`config.mk`:
```
export PLATFORM = sky130hd
export DESIGN_NAME = spi_sys_arbiter_flat
export DESIGN_NICKNAME = d
export VERILOG_FILES = /design/src/rtl/spi_sys_arbiter_if.sv /design/src/rtl/spi_sys_arbiter.sv /design/src/flat_wrapper.sv
export SDC_FILE = /design/constraint.sdc
export NUM_CORES = 1
export LEC_CHECK = 0
export ABC_AREA = 1
export CAP_MARGIN = 25
export CORE_ASPECT_RATIO = 0.75
export CORE_UTILIZATION = 35
export CTS_CLUSTER_SIZE = 30
export DETAILED_ROUTE_END_ITERATION = 12
export GPL_ROUTABILITY_DRIVEN = 1
export HOLD_SLACK_MARGIN = 0.08
export PLACE_DENSITY = 0.73
export SETUP_SLACK_MARGIN = 0.05
export SKIP_CTS_REPAIR_TIMING = 1
export SLEW_MARGIN = 20
export SYNTH_ARGS = -nofsm -noshare
export SYNTH_HDL_FRONTEND = slang
export SYNTH_SLANG_ARGS = --single-unit
```
`constraint.sdc`:
```
create_clock -name sys_clk -period 5.17 [get_ports sys_clk]
set_input_delay 0.517 -clock sys_clk [delete_from_list [all_inputs] [get_ports sys_clk]]
set_output_delay 0.517 -clock sys_clk [all_outputs]
set_load 0.02 [all_outputs]
```
`src/rtl/spi_sys_arbiter_if.sv`:
```
// spi_sys_arbiter_if: requester handshakes and system register bus shared by spi_sys_arbiter
// master: arbiter side (takes requests, drives ready/rvalid/rdata, sys strobes/addr/wdata, busy)
// slave: requesters and register bus side (drives requests and sys_rdata)
interface spi_sys_arbiter_if #(
  parameter int ADDR_W = 15,
  parameter int DATA_W = 16
);
  logic              req0_valid, req0_wr, req0_lock, req0_ready, req0_rvalid;
  logic [ADDR_W-1:0] req0_addr;
  logic [DATA_W-1:0] req0_wdata, req0_rdata;
  logic              req1_valid, req1_wr, req1_lock, req1_ready, req1_rvalid;
  logic [ADDR_W-1:0] req1_addr;
  logic [DATA_W-1:0] req1_wdata, req1_rdata;
  logic              sys_wr_en, sys_rd_en, busy;
  logic [ADDR_W-1:0] sys_addr;
  logic [DATA_W-1:0] sys_wdata, sys_rdata;
  modport master (
    input  req0_valid, req0_wr, req0_lock, req0_addr, req0_wdata,
    input  req1_valid, req1_wr, req1_lock, req1_addr, req1_wdata,
    input  sys_rdata,
    output req0_ready, req0_rvalid, req0_rdata,
    output req1_ready, req1_rvalid, req1_rdata,
    output sys_wr_en, sys_rd_en, sys_addr, sys_wdata, busy
  );
  modport slave (
    output req0_valid, req0_wr, req0_lock, req0_addr, req0_wdata,
    output req1_valid, req1_wr, req1_lock, req1_addr, req1_wdata,
    output sys_rdata,
    input  req0_ready, req0_rvalid, req0_rdata,
    input  req1_ready, req1_rvalid, req1_rdata,
    input  sys_wr_en, sys_rd_en, sys_addr, sys_wdata, busy
  );
endinterface

```
`src/rtl/spi_sys_arbiter.sv`:
```
// spi_sys_arbiter: round-robin two-requester arbiter for the single-beat system register bus
// sys_clk/sys_rst: clock and asynchronous active-high reset; bus: spi_sys_arbiter_if.master
// Optional SPI_ARB_LOCK_EN: a requester issuing with lock=1 keeps exclusive grant until it issues with lock=0
module spi_sys_arbiter #(
  parameter int RD_LATENCY = 2,
  parameter int ADDR_W     = 15,
  parameter int DATA_W     = 16
) (
  input logic               sys_clk,
  input logic               sys_rst,
  spi_sys_arbiter_if.master bus
);
  typedef enum logic [1:0] {IDLE, ISSUE, RDWAIT, RESP} state_t;
  state_t            state_q, state_d;
  logic              id_q, id_d, wr_q, wr_d, ptr_q, ptr_d;
  logic [3:0]        cnt_q, cnt_d;
  logic [ADDR_W-1:0] addr_q, addr_d;
  logic [DATA_W-1:0] wdata_q, wdata_d, rdata0_q, rdata0_d, rdata1_q, rdata1_d;
  logic              elig0, elig1, win;
`ifdef SPI_ARB_LOCK_EN
  logic              lock_q, lock_d, own_v_q, own_v_d, own_q, own_d;
  assign elig0 = bus.req0_valid && !(own_v_q && own_q);
  assign elig1 = bus.req1_valid && !(own_v_q && !own_q);
`else
  logic              unused_lock;
  assign unused_lock = bus.req0_lock ^ bus.req1_lock;
  assign elig0 = bus.req0_valid;
  assign elig1 = bus.req1_valid;
`endif
  // ptr_q holds the last granted id, so contention goes to the other one
  assign win = (elig0 && elig1) ? !ptr_q : elig1;
  always_comb begin
    state_d  = state_q;
    id_d     = id_q;
    wr_d     = wr_q;
    ptr_d    = ptr_q;
    cnt_d    = cnt_q;
    addr_d   = addr_q;
    wdata_d  = wdata_q;
    rdata0_d = rdata0_q;
    rdata1_d = rdata1_q;
`ifdef SPI_ARB_LOCK_EN
    lock_d   = lock_q;
    own_v_d  = own_v_q;
    own_d    = own_q;
`endif
    case (state_q)
      IDLE: if (elig0 || elig1) begin
        state_d = ISSUE;
        id_d    = win;
        ptr_d   = win;
        wr_d    = win ? bus.req1_wr : bus.req0_wr;
        addr_d  = win ? bus.req1_addr : bus.req0_addr;
        wdata_d = win ? bus.req1_wdata : bus.req0_wdata;
`ifdef SPI_ARB_LOCK_EN
        lock_d  = win ? bus.req1_lock : bus.req0_lock;
`endif
      end
      ISSUE: begin
        state_d = wr_q ? IDLE : RDWAIT;
        cnt_d   = '0;
`ifdef SPI_ARB_LOCK_EN
        if (lock_q) begin
          own_v_d = 1'b1;
          own_d   = id_q;
        end else if (own_v_q && own_q == id_q) begin
          own_v_d = 1'b0;
        end
`endif
      end
      RDWAIT: begin
        cnt_d = cnt_q + 4'd1;
        // cnt_q counts RDWAIT cycles already spent; the last one ends RD_LATENCY cycles after ISSUE
        if (cnt_q == 4'(RD_LATENCY - 1)) begin
          state_d  = RESP;
          rdata0_d = id_q ? rdata0_q : bus.sys_rdata;
          rdata1_d = id_q ? bus.sys_rdata : rdata1_q;
        end
      end
      default: state_d = IDLE;
    endcase
  end
  always_ff @(posedge sys_clk or posedge sys_rst) begin
    if (sys_rst) begin
      state_q  <= IDLE;
      id_q     <= 1'b0;
      wr_q     <= 1'b0;
      ptr_q    <= 1'b1;
      cnt_q    <= '0;
      addr_q   <= '0;
      wdata_q  <= '0;
      rdata0_q <= '0;
      rdata1_q <= '0;
`ifdef SPI_ARB_LOCK_EN
      lock_q   <= 1'b0;
      own_v_q  <= 1'b0;
      own_q    <= 1'b0;
`endif
    end else begin
      state_q  <= state_d;
      id_q     <= id_d;
      wr_q     <= wr_d;
      ptr_q    <= ptr_d;
      cnt_q    <= cnt_d;
      addr_q   <= addr_d;
      wdata_q  <= wdata_d;
      rdata0_q <= rdata0_d;
      rdata1_q <= rdata1_d;
`ifdef SPI_ARB_LOCK_EN
      lock_q   <= lock_d;
      own_v_q  <= own_v_d;
      own_q    <= own_d;
`endif
    end
  end
  assign bus.req0_ready  = state_q == ISSUE && !id_q;
  assign bus.req1_ready  = state_q == ISSUE && id_q;
  assign bus.req0_rvalid = state_q == RESP && !id_q;
  assign bus.req1_rvalid = state_q == RESP && id_q;
  assign bus.sys_wr_en   = state_q == ISSUE && wr_q;
  assign bus.sys_rd_en   = state_q == ISSUE && !wr_q;
  assign bus.busy        = state_q != IDLE;
  assign bus.sys_addr    = addr_q;
  assign bus.sys_wdata   = wdata_q;
  assign bus.req0_rdata  = rdata0_q;
  assign bus.req1_rdata  = rdata1_q;
endmodule

```
`src/flat_wrapper.sv`:
```
// flat-port wrapper written by rule: the top's interface ports become plain ports
module spi_sys_arbiter_flat 
#(
  parameter int RD_LATENCY = 2,
  parameter int ADDR_W     = 15,
  parameter int DATA_W     = 16
)
  (sys_clk, sys_rst, bus_req0_valid, bus_req0_wr, bus_req0_lock, bus_req0_addr, bus_req0_wdata, bus_req1_valid, bus_req1_wr, bus_req1_lock, bus_req1_addr, bus_req1_wdata, bus_sys_rdata, bus_req0_ready, bus_req0_rvalid, bus_req0_rdata, bus_req1_ready, bus_req1_rvalid, bus_req1_rdata, bus_sys_wr_en, bus_sys_rd_en, bus_sys_addr, bus_sys_wdata, bus_busy);
  spi_sys_arbiter_if #(.ADDR_W(ADDR_W), .DATA_W(DATA_W)) bus_i ();
  input logic sys_clk;
  input logic sys_rst;
  input wire logic [$bits(bus_i.req0_valid)-1:0] bus_req0_valid;
  input wire logic [$bits(bus_i.req0_wr)-1:0] bus_req0_wr;
  input wire logic [$bits(bus_i.req0_lock)-1:0] bus_req0_lock;
  input wire logic [$bits(bus_i.req0_addr)-1:0] bus_req0_addr;
  input wire logic [$bits(bus_i.req0_wdata)-1:0] bus_req0_wdata;
  input wire logic [$bits(bus_i.req1_valid)-1:0] bus_req1_valid;
  input wire logic [$bits(bus_i.req1_wr)-1:0] bus_req1_wr;
  input wire logic [$bits(bus_i.req1_lock)-1:0] bus_req1_lock;
  input wire logic [$bits(bus_i.req1_addr)-1:0] bus_req1_addr;
  input wire logic [$bits(bus_i.req1_wdata)-1:0] bus_req1_wdata;
  input wire logic [$bits(bus_i.sys_rdata)-1:0] bus_sys_rdata;
  output wire logic [$bits(bus_i.req0_ready)-1:0] bus_req0_ready;
  output wire logic [$bits(bus_i.req0_rvalid)-1:0] bus_req0_rvalid;
  output wire logic [$bits(bus_i.req0_rdata)-1:0] bus_req0_rdata;
  output wire logic [$bits(bus_i.req1_ready)-1:0] bus_req1_ready;
  output wire logic [$bits(bus_i.req1_rvalid)-1:0] bus_req1_rvalid;
  output wire logic [$bits(bus_i.req1_rdata)-1:0] bus_req1_rdata;
  output wire logic [$bits(bus_i.sys_wr_en)-1:0] bus_sys_wr_en;
  output wire logic [$bits(bus_i.sys_rd_en)-1:0] bus_sys_rd_en;
  output wire logic [$bits(bus_i.sys_addr)-1:0] bus_sys_addr;
  output wire logic [$bits(bus_i.sys_wdata)-1:0] bus_sys_wdata;
  output wire logic [$bits(bus_i.busy)-1:0] bus_busy;
  assign bus_i.req0_valid = bus_req0_valid;
  assign bus_i.req0_wr = bus_req0_wr;
  assign bus_i.req0_lock = bus_req0_lock;
  assign bus_i.req0_addr = bus_req0_addr;
  assign bus_i.req0_wdata = bus_req0_wdata;
  assign bus_i.req1_valid = bus_req1_valid;
  assign bus_i.req1_wr = bus_req1_wr;
  assign bus_i.req1_lock = bus_req1_lock;
  assign bus_i.req1_addr = bus_req1_addr;
  assign bus_i.req1_wdata = bus_req1_wdata;
  assign bus_i.sys_rdata = bus_sys_rdata;
  assign bus_req0_ready = bus_i.req0_ready;
  assign bus_req0_rvalid = bus_i.req0_rvalid;
  assign bus_req0_rdata = bus_i.req0_rdata;
  assign bus_req1_ready = bus_i.req1_ready;
  assign bus_req1_rvalid = bus_i.req1_rvalid;
  assign bus_req1_rdata = bus_i.req1_rdata;
  assign bus_sys_wr_en = bus_i.sys_wr_en;
  assign bus_sys_rd_en = bus_i.sys_rd_en;
  assign bus_sys_addr = bus_i.sys_addr;
  assign bus_sys_wdata = bus_i.sys_wdata;
  assign bus_busy = bus_i.busy;
  spi_sys_arbiter #(.RD_LATENCY(RD_LATENCY), .ADDR_W(ADDR_W), .DATA_W(DATA_W)) u_core (.sys_clk(sys_clk), .sys_rst(sys_rst), .bus(bus_i));
endmodule
```
==> flow_summary.ini <==
[logic_synthesis]
ys_seq_elements = 72
seq_area_frac_synth = 0.518
synth.area.top_cells = dfrtp_1, nand2_1, nand3_1
syn_inst = 455
synthAdderAreaFrac = 0.0251
yosysTopAreaCell = dfrtp_1
muxShareOfSynthArea = 0
ys_types = 23
yosys.area_share.xor_xnor = 0
yosysTopAreaCellShare = 0.510
synth_top_family_by_area = simple AND/OR/NAND/NOR gates
synthSimpleGateAreaFrac = 0.368
synthesis.area_um2 = 3480
syn_avg_cell_area_um2 = 7.66
synth_warnings = 0
synth_nets = 548
synth_compound_area_frac = 0.0352

[grt]
first_global_vias = 3211
antenna_found_initial = 0
grt_pass1_wl_um = 15600
grt_max_degree = 46
grt_overflow_total = 0
grt_usage = 0.197

[cts]
cts_buffers = 9
htreeDepth = 3
clock_sinks = 72
clockBufferDepth = 2
clockRootBuffer = clkbuf_16
clk_latency_ns = 0.33
cts_tree = yes
clk_pin_slew_worst_paths_ns = 0.06

[sta]
fmax_mhz = 340
setup_tns_ns = 0
period_share = 0.569
finClkSkew_ns = 0.00430
slew_headroom = 0.423
tightestPinTransition_ns = 0.863
hold_viol_final = 0
rsz0062_at_grt = no
period_minus_slack_ns = 2.94
setup_viol = 0
holdWs_ns = 0.465
fin_ws_ns = 2.23
slew_violations = 0

[setup_path]
arrival_ns = 3.15
required_ns = 5.38
cpPeakStageDelay_ns = 1.03
crit_type = input port to flop
end_kind = flop
path_max_fanout = 34
worstSetupStartpointType = input port
crit_path_top_delay_cell = clkdlybuf4s50_1
cp_cell_sequence = clkdlybuf4s50_1 -> inv_2 -> a21oi_4 -> inv_2 -> nand2_1 -> nand2_1
cp_num_buf_inv = 3
critPathTopFamily = buffers and inverters

[die]
die-width_um = 117
start_util = 0.361
coreArea_um2 = 9660
die_y_um = 88.4
io_pins = 156
core.rowCount = 31
die_area_um2 = 10400

[place]
hpwl_um = 7290
numPortBuffers = 153
gp_congestion = 0.737
placed_area_um2 = 5090
pre_cts_slack_ns = 1.83

[run_status]
status = completed

[drt]
wirelength_um = 10100
remaining_drc_errors = 0
num_vias = 3385
ant_nets = 0
vias_per_cell = 4.60
drtIter0Drc = 138
routedWlPerCell_um = 13.8
first_pass_iters = 4

[layout]
final.fill_count = 893
drive_above_1_share = 0.0530
multi_input_area_um2 = 1490
antennaDiodeCount = 0
seq_area_um2 = 1800
final_area_um2 = 5410
mostFrequentLayoutCells = nand2_1, clkdlybuf4s50_1, dfrtp_1, nand3_1, o21ai_0
nets = 692
syn_to_final_growth_pct = 55.4
final_common_cell = nand2_1

[power_and_ir_drop]
p_leak_uw = 0.00263
clkPwrFrac = 0.200
p_switching_uw = 1350
p_comb_frac = 0.499
p_seq_frac = 0.301
peakVddDrop_uv = 412
power.internal_uw = 1960
power.density_nw_per_um2 = 611
p_sw_frac = 0.406

[run]
drv.max_cap_violation_count = 0

[hold_path]
min_path_type = flop to flop
==> worst reg2reg max path: cells and delay by family (launching register included) <==
family                   cells  cell delay, ns
buffers and inverters        3            0.73
AO/OA/AOI/OAI                1            0.66
flip-flops                   1            0.42
AND/OR/NAND/NOR              2            0.26
adder cells (fa/ha/maj)      1            0.21
==> cells in the mapped netlist (all sizes together) <==
cell    number
inv         16
o22ai        1
nand3       53
nand2      249
nor2        10
o21ai       17
nor3b        1
a21oi        4
ha           7
nand3b       1
buf         17
dfstp        1
clkbuf       7
dfrtp       71
==> cell families (layout without fill, tap and decap cells) <==
family | Yosys count | after routing
AO/OA/AOI/OAI | 22 | 22
adder cells (fa/ha/maj) | 7 | 7
buffers and inverters | 40 | 189
flip-flops | 72 | 72
AND/OR/NAND/NOR | 314 | 314
==> metrics by stage <==
stage | utilization | std cells | total power, uW
2_1_floorplan | - | 455 | 1900
3_3_place_gp | 0.526 | 719 | 2620
3_5_place_dp | 0.527 | 720 | 2670
4_1_cts | 0.560 | 736 | 3350
5_1_grt | 0.560 | 736 | 3530
6_report | 0.560 | 736 | 3310
==> metal layers <==
layer	GRT usage	part of all wire
met1	0.254	0.46
met2	0.330	0.48
met3	0.0466	0.046
met4	0.0633	0.015
met5	0	0
==> layout make-up <==
cell class	instances	area share
Sequential cell	72	0.333
Tap cell	132	0.0305
Timing Repair Buffer	157	0.290
Clock buffer	9	0.0416
Inverter	16	0.0116
Multi-Input combinational cell	343	0.276
Clock inverter	7	0.0176
==> final timing paths <==
kind                                   startpoint                       end  slack, ns  cells past startpoint
worst max-delay path               bus_req1_valid    u_core.bus.sys_addr[9]       2.23                      6
worst min-delay path                 u_core.ptr_q              u_core.ptr_q       0.47                      2
worst max register to register  u_core.state_q[0]    u_core.bus.sys_addr[9]       2.79                      7
worst min register to register       u_core.ptr_q              u_core.ptr_q       0.47                      2
max in group asynchronous                 sys_rst   u_core.bus.sys_wdata[5]       3.58                      3
min in group asynchronous                 sys_rst  u_core.bus.req0_rdata[6]       0.59                      2
==> power groups by stage <==
stage / logic, uW / registers, uW / clock network (uW)
floorplan: 618 / 1280 / 0
global placement: 1630 / 991 / 0
detailed placement: 1670 / 1000 / 0
CTS: 1670 / 997 / 678
global route: 1800 / 1030 / 698
finish: 1650 / 997 / 661
==> registers in the layout, indices dropped and copies added (netlist names) <==
name	count
u_core.bus.req0_rdata	16
u_core.bus.req1_rdata	16
u_core.bus.sys_wdata	16
u_core.bus.sys_addr	15
u_core.cnt_q	4
u_core.state_q	2
u_core.id_q	1
u_core.ptr_q	1
u_core.wr_q	1
No activity file was read; power rests on OpenSTA's default activity.
